==> config.mk <==
export PLATFORM = sky130hd
export DESIGN_NAME = md5_range_search
export DESIGN_NICKNAME = d
export VERILOG_FILES = /design/src/rtl/md5_pkg.sv /design/src/rtl/md5_core.sv /design/src/rtl/md5_range_search.sv
export SDC_FILE = /design/constraint.sdc
export NUM_CORES = 2
export LEC_CHECK = 0
export CORE_MARGIN = 2
export CORE_UTILIZATION = 35
export DETAILED_ROUTE_END_ITERATION = 8
export PLACE_DENSITY_LB_ADDON = 0.15
export SETUP_SLACK_MARGIN = 0.1
export SLEW_MARGIN = 20
export SYNTH_ARGS = -nofsm -noshare
export SYNTH_HDL_FRONTEND = slang
export SYNTH_SLANG_ARGS = --single-unit
export TNS_END_PERCENT = 10
==> constraint.sdc <==
create_clock -name clk -period 25.5 [get_ports clk]
set_input_delay 5.1 -clock clk [delete_from_list [all_inputs] [get_ports clk]]
set_output_delay 5.1 -clock clk [all_outputs]
set_load 0.05 [all_outputs]
==> src/rtl/md5_pkg.sv <==
// Shared MD5 constants, round schedule helpers and packed-BCD arithmetic.
// Used by the range search engine and by the top-level millisecond timer.
package md5_pkg;

  typedef enum logic [2:0] {
    ST_IDLE,
    ST_NORM,
    ST_HASH,
    ST_CHECK,
    ST_FIN
  } state_t;

  localparam logic [31:0] A0 = 32'h67452301;
  localparam logic [31:0] B0 = 32'hefcdab89;
  localparam logic [31:0] C0 = 32'h98badcfe;
  localparam logic [31:0] D0 = 32'h10325476;
  localparam logic [31:0] BCD_MAX = 32'h99999999;

  localparam logic [31:0] K [0:63] = '{
    32'hd76aa478, 32'he8c7b756, 32'h242070db, 32'hc1bdceee,
    32'hf57c0faf, 32'h4787c62a, 32'ha8304613, 32'hfd469501,
    32'h698098d8, 32'h8b44f7af, 32'hffff5bb1, 32'h895cd7be,
    32'h6b901122, 32'hfd987193, 32'ha679438e, 32'h49b40821,
    32'hf61e2562, 32'hc040b340, 32'h265e5a51, 32'he9b6c7aa,
    32'hd62f105d, 32'h02441453, 32'hd8a1e681, 32'he7d3fbc8,
    32'h21e1cde6, 32'hc33707d6, 32'hf4d50d87, 32'h455a14ed,
    32'ha9e3e905, 32'hfcefa3f8, 32'h676f02d9, 32'h8d2a4c8a,
    32'hfffa3942, 32'h8771f681, 32'h6d9d6122, 32'hfde5380c,
    32'ha4beea44, 32'h4bdecfa9, 32'hf6bb4b60, 32'hbebfbc70,
    32'h289b7ec6, 32'heaa127fa, 32'hd4ef3085, 32'h04881d05,
    32'hd9d4d039, 32'he6db99e5, 32'h1fa27cf8, 32'hc4ac5665,
    32'hf4292244, 32'h432aff97, 32'hab9423a7, 32'hfc93a039,
    32'h655b59c3, 32'h8f0ccc92, 32'hffeff47d, 32'h85845dd1,
    32'h6fa87e4f, 32'hfe2ce6e0, 32'ha3014314, 32'h4e0811a1,
    32'hf7537e82, 32'hbd3af235, 32'h2ad7d2bb, 32'heb86d391
  };

  function automatic logic [4:0] shift_amt(input logic [5:0] r);
    case ({r[5:4], r[1:0]})
      4'h0: return 5'd7;   4'h1: return 5'd12;  4'h2: return 5'd17;  4'h3: return 5'd22;
      4'h4: return 5'd5;   4'h5: return 5'd9;   4'h6: return 5'd14;  4'h7: return 5'd20;
      4'h8: return 5'd4;   4'h9: return 5'd11;  4'ha: return 5'd16;  4'hb: return 5'd23;
      4'hc: return 5'd6;   4'hd: return 5'd10;  4'he: return 5'd15;  default: return 5'd21;
    endcase
  endfunction

  // Message word index per round; arithmetic is mod 16 so only r[3:0] matters.
  function automatic logic [3:0] msg_idx(input logic [5:0] r);
    case (r[5:4])
      2'd0:    return r[3:0];
      2'd1:    return r[3:0] * 4'd5 + 4'd1;
      2'd2:    return r[3:0] * 4'd3 + 4'd5;
      default: return r[3:0] * 4'd7;
    endcase
  endfunction

  // Adds one at digit position pos; bit 32 is the carry out of the top digit.
  function automatic logic [32:0] bcd_add1(input logic [31:0] v, input int pos);
    logic [31:0] r;
    logic        c;
    r = v;
    c = 1'b1;
    for (int i = 0; i < 8; i++) begin
      if (c && i >= pos) begin
        if (r[4*i +: 4] == 4'd9) begin
          r[4*i +: 4] = 4'h0;
        end else begin
          r[4*i +: 4] = r[4*i +: 4] + 4'd1;
          c = 1'b0;
        end
      end
    end
    return {c, r};
  endfunction

  function automatic logic [31:0] bcd_inc(input logic [31:0] v);
    logic [32:0] t;
    t = bcd_add1(v, 0);
    return t[31:0];
  endfunction

  // Rounds an invalid BCD value up to the next valid one; bit 32 flags overflow.
  function automatic logic [32:0] bcd_normalise(input logic [31:0] v);
    logic [31:0] upper;
    logic [32:0] r;
    int          p;
    upper = v;
    p = -1;
    for (int i = 7; i >= 0; i--) begin
      if (p < 0 && v[4*i +: 4] > 4'd9) p = i;
    end
    for (int i = 0; i < 8; i++) begin
      if (i <= p) upper[4*i +: 4] = 4'h0;
    end
    if (p < 0) r = {1'b0, v};
    else       r = bcd_add1(upper, p + 1);
    return r;
  endfunction

  function automatic logic [31:0] bswap32(input logic [31:0] v);
    return {v[7:0], v[15:8], v[23:16], v[31:24]};
  endfunction

  function automatic logic [127:0] md5_digest(input logic [31:0] a, b, c, d);
    return {bswap32(a), bswap32(b), bswap32(c), bswap32(d)};
  endfunction

endpackage

==> src/rtl/md5_core.sv <==
// Iterative MD5 compression: load latches the block and IVs, each step runs one round.
module md5_core
  import md5_pkg::*;
#(
  parameter int ROUNDS = 64
) (
  input  logic         clk,
  input  logic         reset_n,
  input  logic         load,
  input  logic         step,
  input  logic [511:0] block,
  output logic         last,
  output logic [127:0] digest
);

  logic [31:0]  a_q, b_q, c_q, d_q, a_d, b_d, c_d, d_d;
  logic [511:0] blk_q, blk_d;
  logic [5:0]   rnd_q, rnd_d;
  logic [31:0]  f, m, t, rot;

  always_comb begin
    case (rnd_q[5:4])
      2'd0:    f = (b_q & c_q) | (~b_q & d_q);
      2'd1:    f = (b_q & d_q) | (c_q & ~d_q);
      2'd2:    f = b_q ^ c_q ^ d_q;
      default: f = c_q ^ (b_q | ~d_q);
    endcase
    m   = blk_q[{msg_idx(rnd_q), 5'd0} +: 32];
    t   = a_q + f + K[rnd_q] + m;
    rot = 32'(({t, t} << shift_amt(rnd_q)) >> 32);

    a_d   = a_q;
    b_d   = b_q;
    c_d   = c_q;
    d_d   = d_q;
    blk_d = blk_q;
    rnd_d = rnd_q;
    if (load) begin
      a_d   = A0;
      b_d   = B0;
      c_d   = C0;
      d_d   = D0;
      blk_d = block;
      rnd_d = 6'd0;
    end else if (step) begin
      a_d   = d_q;
      b_d   = b_q + rot;
      c_d   = b_q;
      d_d   = c_q;
      rnd_d = rnd_q + 6'd1;
    end
  end

  always_ff @(posedge clk) begin
    if (!reset_n) begin
      a_q   <= A0;
      b_q   <= B0;
      c_q   <= C0;
      d_q   <= D0;
      blk_q <= '0;
      rnd_q <= 6'd0;
    end else begin
      a_q   <= a_d;
      b_q   <= b_d;
      c_q   <= c_d;
      d_q   <= d_d;
      blk_q <= blk_d;
      rnd_q <= rnd_d;
    end
  end

  assign last   = (rnd_q == 6'(ROUNDS - 1));
  assign digest = md5_digest(a_q + A0, b_q + B0, c_q + C0, d_q + D0);

endmodule

==> src/rtl/md5_range_search.sv <==
// Brute-force search of one slice of the 8-digit BCD password space against an MD5 target.
//   state    | meaning
//   ST_IDLE  | waiting for start
//   ST_NORM  | round low up to valid BCD, reject empty range
//   ST_HASH  | 64 MD5 rounds on cand
//   ST_CHECK | compare digest, advance or finish
//   ST_FIN   | result held until start drops
module md5_range_search
  import md5_pkg::*;
#(
  parameter int PASS_DIGITS = 8,
  parameter int ROUNDS      = 64
) (
  input  logic         clk,
  input  logic         reset_n,
  input  logic         start,
  input  logic [31:0]  low,
  input  logic [31:0]  high,
  input  logic [127:0] hash,
  output logic         done,
  output logic         found,
  output logic [31:0]  pass,
  output logic [31:0]  cand
);

  state_t       state_q, state_d;
  logic         done_q, done_d, found_q, found_d;
  logic [31:0]  pass_q, pass_d, cand_q, cand_d;
  logic [32:0]  norm;
  logic         core_load, core_step, core_last;
  logic [127:0] core_digest;
  logic [511:0] block;

  always_comb begin
    state_d   = state_q;
    done_d    = done_q;
    found_d   = found_q;
    pass_d    = pass_q;
    cand_d    = cand_q;
    core_load = 1'b0;
    core_step = 1'b0;
    norm      = bcd_normalise(low);
    unique case (state_q)
      ST_IDLE: if (start) state_d = ST_NORM;
      ST_NORM: begin
        if (!start) begin
          state_d = ST_IDLE;
        end else if (norm[32] || norm[31:0] > high) begin
          done_d  = 1'b1;
          state_d = ST_FIN;
        end else begin
          cand_d    = norm[31:0];
          core_load = 1'b1;
          state_d   = ST_HASH;
        end
      end
      ST_HASH: begin
        if (!start) begin
          state_d = ST_IDLE;
        end else begin
          core_step = 1'b1;
          if (core_last) state_d = ST_CHECK;
        end
      end
      ST_CHECK: begin
        if (!start) begin
          state_d = ST_IDLE;
        end else if (core_digest == hash) begin
          found_d = 1'b1;
          done_d  = 1'b1;
          pass_d  = cand_q;
          state_d = ST_FIN;
        end else if (cand_q == high || cand_q == BCD_MAX) begin
          done_d  = 1'b1;
          state_d = ST_FIN;
        end else begin
          cand_d    = bcd_inc(cand_q);
          core_load = 1'b1;
          state_d   = ST_HASH;
        end
      end
      ST_FIN: begin
        if (!start) begin
          done_d  = 1'b0;
          found_d = 1'b0;
          pass_d  = '0;
          state_d = ST_IDLE;
        end
      end
      default: state_d = ST_IDLE;
    endcase
  end

  // Single padded block for an 8-byte ASCII message; first character in the low byte.
  always_comb begin
    block = '0;
    for (int i = 0; i < PASS_DIGITS; i++) begin
      block[8*i +: 8] = {4'h3, cand_d[31-4*i -: 4]};
    end
    block[64 +: 32]  = 32'h0000_0080;
    block[448 +: 32] = 32'd64;
  end

  always_ff @(posedge clk) begin
    if (!reset_n) begin
      state_q <= ST_IDLE;
      done_q  <= 1'b0;
      found_q <= 1'b0;
      pass_q  <= '0;
      cand_q  <= '0;
    end else begin
      state_q <= state_d;
      done_q  <= done_d;
      found_q <= found_d;
      pass_q  <= pass_d;
      cand_q  <= cand_d;
    end
  end

  md5_core #(
    .ROUNDS (ROUNDS)
  ) u_core (
    .clk     (clk),
    .reset_n (reset_n),
    .load    (core_load),
    .step    (core_step),
    .block   (block),
    .last    (core_last),
    .digest  (core_digest)
  );

  assign done  = done_q;
  assign found = found_q;
  assign pass  = pass_q;
  assign cand  = cand_q;

endmodule

==> results.txt <==
The transition time of the tightest slew-check pin is 1120 ps, and the chip height is 297 microns. STA classifies the critical path endpoint as a flip-flop. The mapped netlist covers 30,100 sq um.

The worst setup path is launched from an input pin. Port buffering added 260 buffers. The number of register bits inferred by synthesis works out to 241. The final period utilization is 0.563. Clock skew on the completed layout was measured at 17.3 ps. The part of the total power dissipated in the clock network came out at 0.297. The run gives 85,300 sq um as the area of the core.

The min-delay analysis places its worst path in the category flip-flop to flip-flop. The portion of total power attributed to sequential cells came out at 0.268. Max-cap violations in this run came to 0. The tools report the initial core utilization as 0.353. After synthesis, the cell types taking the most area are dfxtp_1, nand2_1, ha_1.

The flow ran to the end, and the final reports show no timing, DRC or antenna violations. The detailed placement HPWL is 111 mm. After floorplanning, the core was divided into 107 placement rows.

The total instance count after detailed placement was 5,420; the violation count after the first detailed-route iteration was 3,748. Counting both buffers and inverters, the worst setup path holds a total of 3. The endpoint identified for the worst register-to-register timing path is u_core.b_q[30]. 0 antenna diodes ended up in the layout. For the overall die area, the log shows 88,400 sq um. The tools report the via count of the first global-routing pass as 30.6k.

The critical path data arrival time is 14,910 ps, and the total routing resource utilization after global routing is 0.308. The run gives 0 as the count of cells resized by post-cts repair. Number of cells traversed by the worst register-to-register path: 42.

The top-level port count came out at 261. The CTS sink count is 241. The internal power of the cells totals 0.902 mW. After global routing the overflow that remains totals 0.

The share of post-route cells with drive strength above 1 is 0.0633, and the number of nets produced by synthesis is 4,676. Clock tree root buffer cell: clkbuf_16. Before antenna repair, the detailed router went through 8 iterations. In this run the register-to-register setup slack is 12,400 ps. The proportion of netlist area held by the largest area contributor was 0.160; the number of warnings printed during yosys synthesis was 0. The later pin in the worst-skew pair is clocked with a latency of 610 ps. The largest total area in the synthesized netlist belongs to dfxtp_1. For this design the ratio of total power to cell area is 43.7 nW/um^2. The synthesized area per cell was 7.10 sq um; the number of library cell types mapped by synthesis was 111. The switching part of the total power is 0.402, and the power dissipated by switching net loads is 0.606 mW. The dominant delay contributor by cell family on the critical path is compound AO/OA/AOI/OAI gates. Synthesis handed over a netlist of 4,244 instances. After detailed routing, the total wire length is 143 mm.

In the layout the commonest cells are nand2_1, a21oi_1, nor2_1. Detail-routed via count per cell: 6.07. The worst ir drop on vdd was 0.0547 mV; the number of enable-type register cells in the synthesized netlist was 0. The first global-routing pass estimated 208 mm of wire.

The logs give 0 for the initial antenna violation count and 0.985 for the routability congestion estimate from global placement. At the end of the flow, the number of nets in the layout was 4,741. For this block, the via count after detailed routing is 33.3k. For this run, the slowest stage of the critical path takes 830 ps. Buffers inserted to repair hold after CTS numbered 0. Leaving out fill and tap cells, the most frequent cell in the layout is nand2_1. For this run, design rule violations remaining after detail routing come to 0.

The standby leakage power was 12.9 nW. The endpoint of the worst hold path is pass[2]. The total count of max-transition violations in the final report was 0; the remaining antenna violation count after routing was 0. The worst flop-to-flop path startpoint was u_core.rnd_q[2]. The critical path in this run is classified as input pin to flip-flop. For the setup total negative slack, the log shows 0 ps. The async set-reset flop share out of synthesis was 0; the layout overhead on the synthesized area was 14.6%. The finished layout holds 5,476 standard cells, fillers aside. The run gives 0 as the final hold violation count. After clock tree synthesis, the clock-pin slew on the worst setup and hold paths is 70 ps. Setup violations remaining at the end of the flow were counted as 0. Once the clock tree was built, the setup fixing pass inserted 0 buffers.

For the post-route total power, the log shows 1.51 mW. The worst max-slew margin expressed relative to the limit is 0.244, and the time the final worst path needs with I/O delays and setup is 14,370 ps. The run gives 69.6 MHz as the highest attainable clock frequency.

The leading register cell type out of synthesis was dfxtp_1. The level count of the clock H-tree was 1. The cell that appears most often on the critical path is o21ai_0. The sequential cell area fraction in the yosys report is 0.160, and the number of stages on the worst hold path is 2. The run gives 26,040 ps as the worst path required time.

The tools report the critical hold path startpoint as pass[2]. Among all stages on the critical path, the largest delay is contributed by clkinv_1. Entering global routing, the biggest net connects 81 pins. The routed wire length per instance was 26.2 microns; the number of buffers inserted during clock tree synthesis was 31. Along the worst path, the maximum fanout reaches 30. Portion of total power attributed to combinational logic: 0.434. In this run the horizontal extent of the chip is 297 microns. TritonCTS built the clock tree. For the maximum clock insertion buffer count, the log shows 3.

Setup repair after global routing left no endpoint under its margin.
==> cells in the mapped netlist (all sizes together), types with 30 or more instances <==
master	instances
o21ai	270
and2	30
clkbuf	235
nand3	142
dfxtp	241
o31a	30
buf	74
nand4	49
nand2b	42
a211oi	54
nor4	37
nor2	360
o22ai	38
a31oi	67
o211ai	72
nor2b	57
mux2i	69
fa	61
inv	189
a21o	41
nand3b	32
xnor2	197
ha	176
nor3	127
and3	33
o31ai	30
xor2	113
a21oi	374
mux2	44
nand2	589
o21a	30
==> power by group through the flow <==
| stage | combinational (mW) | sequential [mW] | clock [mW] |
|---|---|---|---|
| floorplan | 0.441 | 0.406 | 0 |
| finish | 0.655 | 0.404 | 0.448 |
| CTS | 0.644 | 0.404 | 0.455 |
| detailed placement | 0.640 | 0.412 | 0 |
| global placement | 0.642 | 0.412 | 0 |
| global route | 0.714 | 0.405 | 0.467 |
==> how the worst max path moves through the flow <==
stage                 start         to  slack, ps  cells past startpoint
global route        low[31]  flip-flop      10240                     34
detailed placement  low[31]  flip-flop      10750                     35
finish              low[31]  flip-flop      11130                     35
CTS                 low[31]  flip-flop      11360                     35
floorplan           low[18]  flip-flop      13610                     38
global placement    low[31]  flip-flop      10900                     35
==> tightest hold or removal path: stages (launching register included) <==
cell and delay [ps]:
dfxtp_1 310, nand2_1 50, a21oi_1 50
==> stage by stage <==
stage / instance area [sq um] / setup slack, ps / utilization / hold WS (ps)
final: 34500 / 11130 / 0.405 / 455
after global routing: 34500 / 10240 / 0.405 / 472
after CTS: 34500 / 11360 / 0.405 / 455
after detailed placement: 33500 / 10750 / 0.393 / 447
after global placement: 33500 / 10900 / 0.393 / 440
after floorplan: 30100 / 13610 / - / 432
==> flip-flops by register name (all words and copies together) (netlist names), named ones only <==
register,cells
u_core.blk_q,33
cand,32
pass,32
u_core.a_q,32
u_core.b_q,32
u_core.c_q,32
u_core.d_q,32
u_core.rnd_q,6
state_q,3
done,1
found,1
==> kinds of logic (layout without fill, tap and decap cells) <==
family / Yosys count / in the layout / share of synthesized area
muxes: 132 / 132 / 0.0536
xor gates and xnor gates: 310 / 310 / 0.0901
DFF: 241 / 241 / 0.160
and+or+nand+nor: 1578 / 1578 / 0.247
adders and majority gates: 237 / 237 / 0.114
AOI/OAI and AO/OA: 1245 / 1245 / 0.268
buffers and inverters: 501 / 589 / 0.0670
==> layout make-up <==
type / count / area [sq um]
Clock buffer: 44 / 895
Timing Repair Buffer: 341 / 3210
Fill cell: 9025 / 50700
Clock inverter: 12 / 120
Multi-Input combinational cell: 3502 / 23300
Sequential cell: 241 / 4840
Tap cell: 1144 / 1430
Inverter: 192 / 721
==> metal layers <==
layer | routed length (microns) | vias up | GRT usage
met5 | 0 | - | 0
met4 | 5160 | 0 | 0.0942
met3 | 11300 | 260 | 0.0414
met2 | 63600 | 1636 | 0.489
met1 | 63200 | 16000 | 0.432
li1 | - | 15300 | -
(Power assumes the default switching activity.)
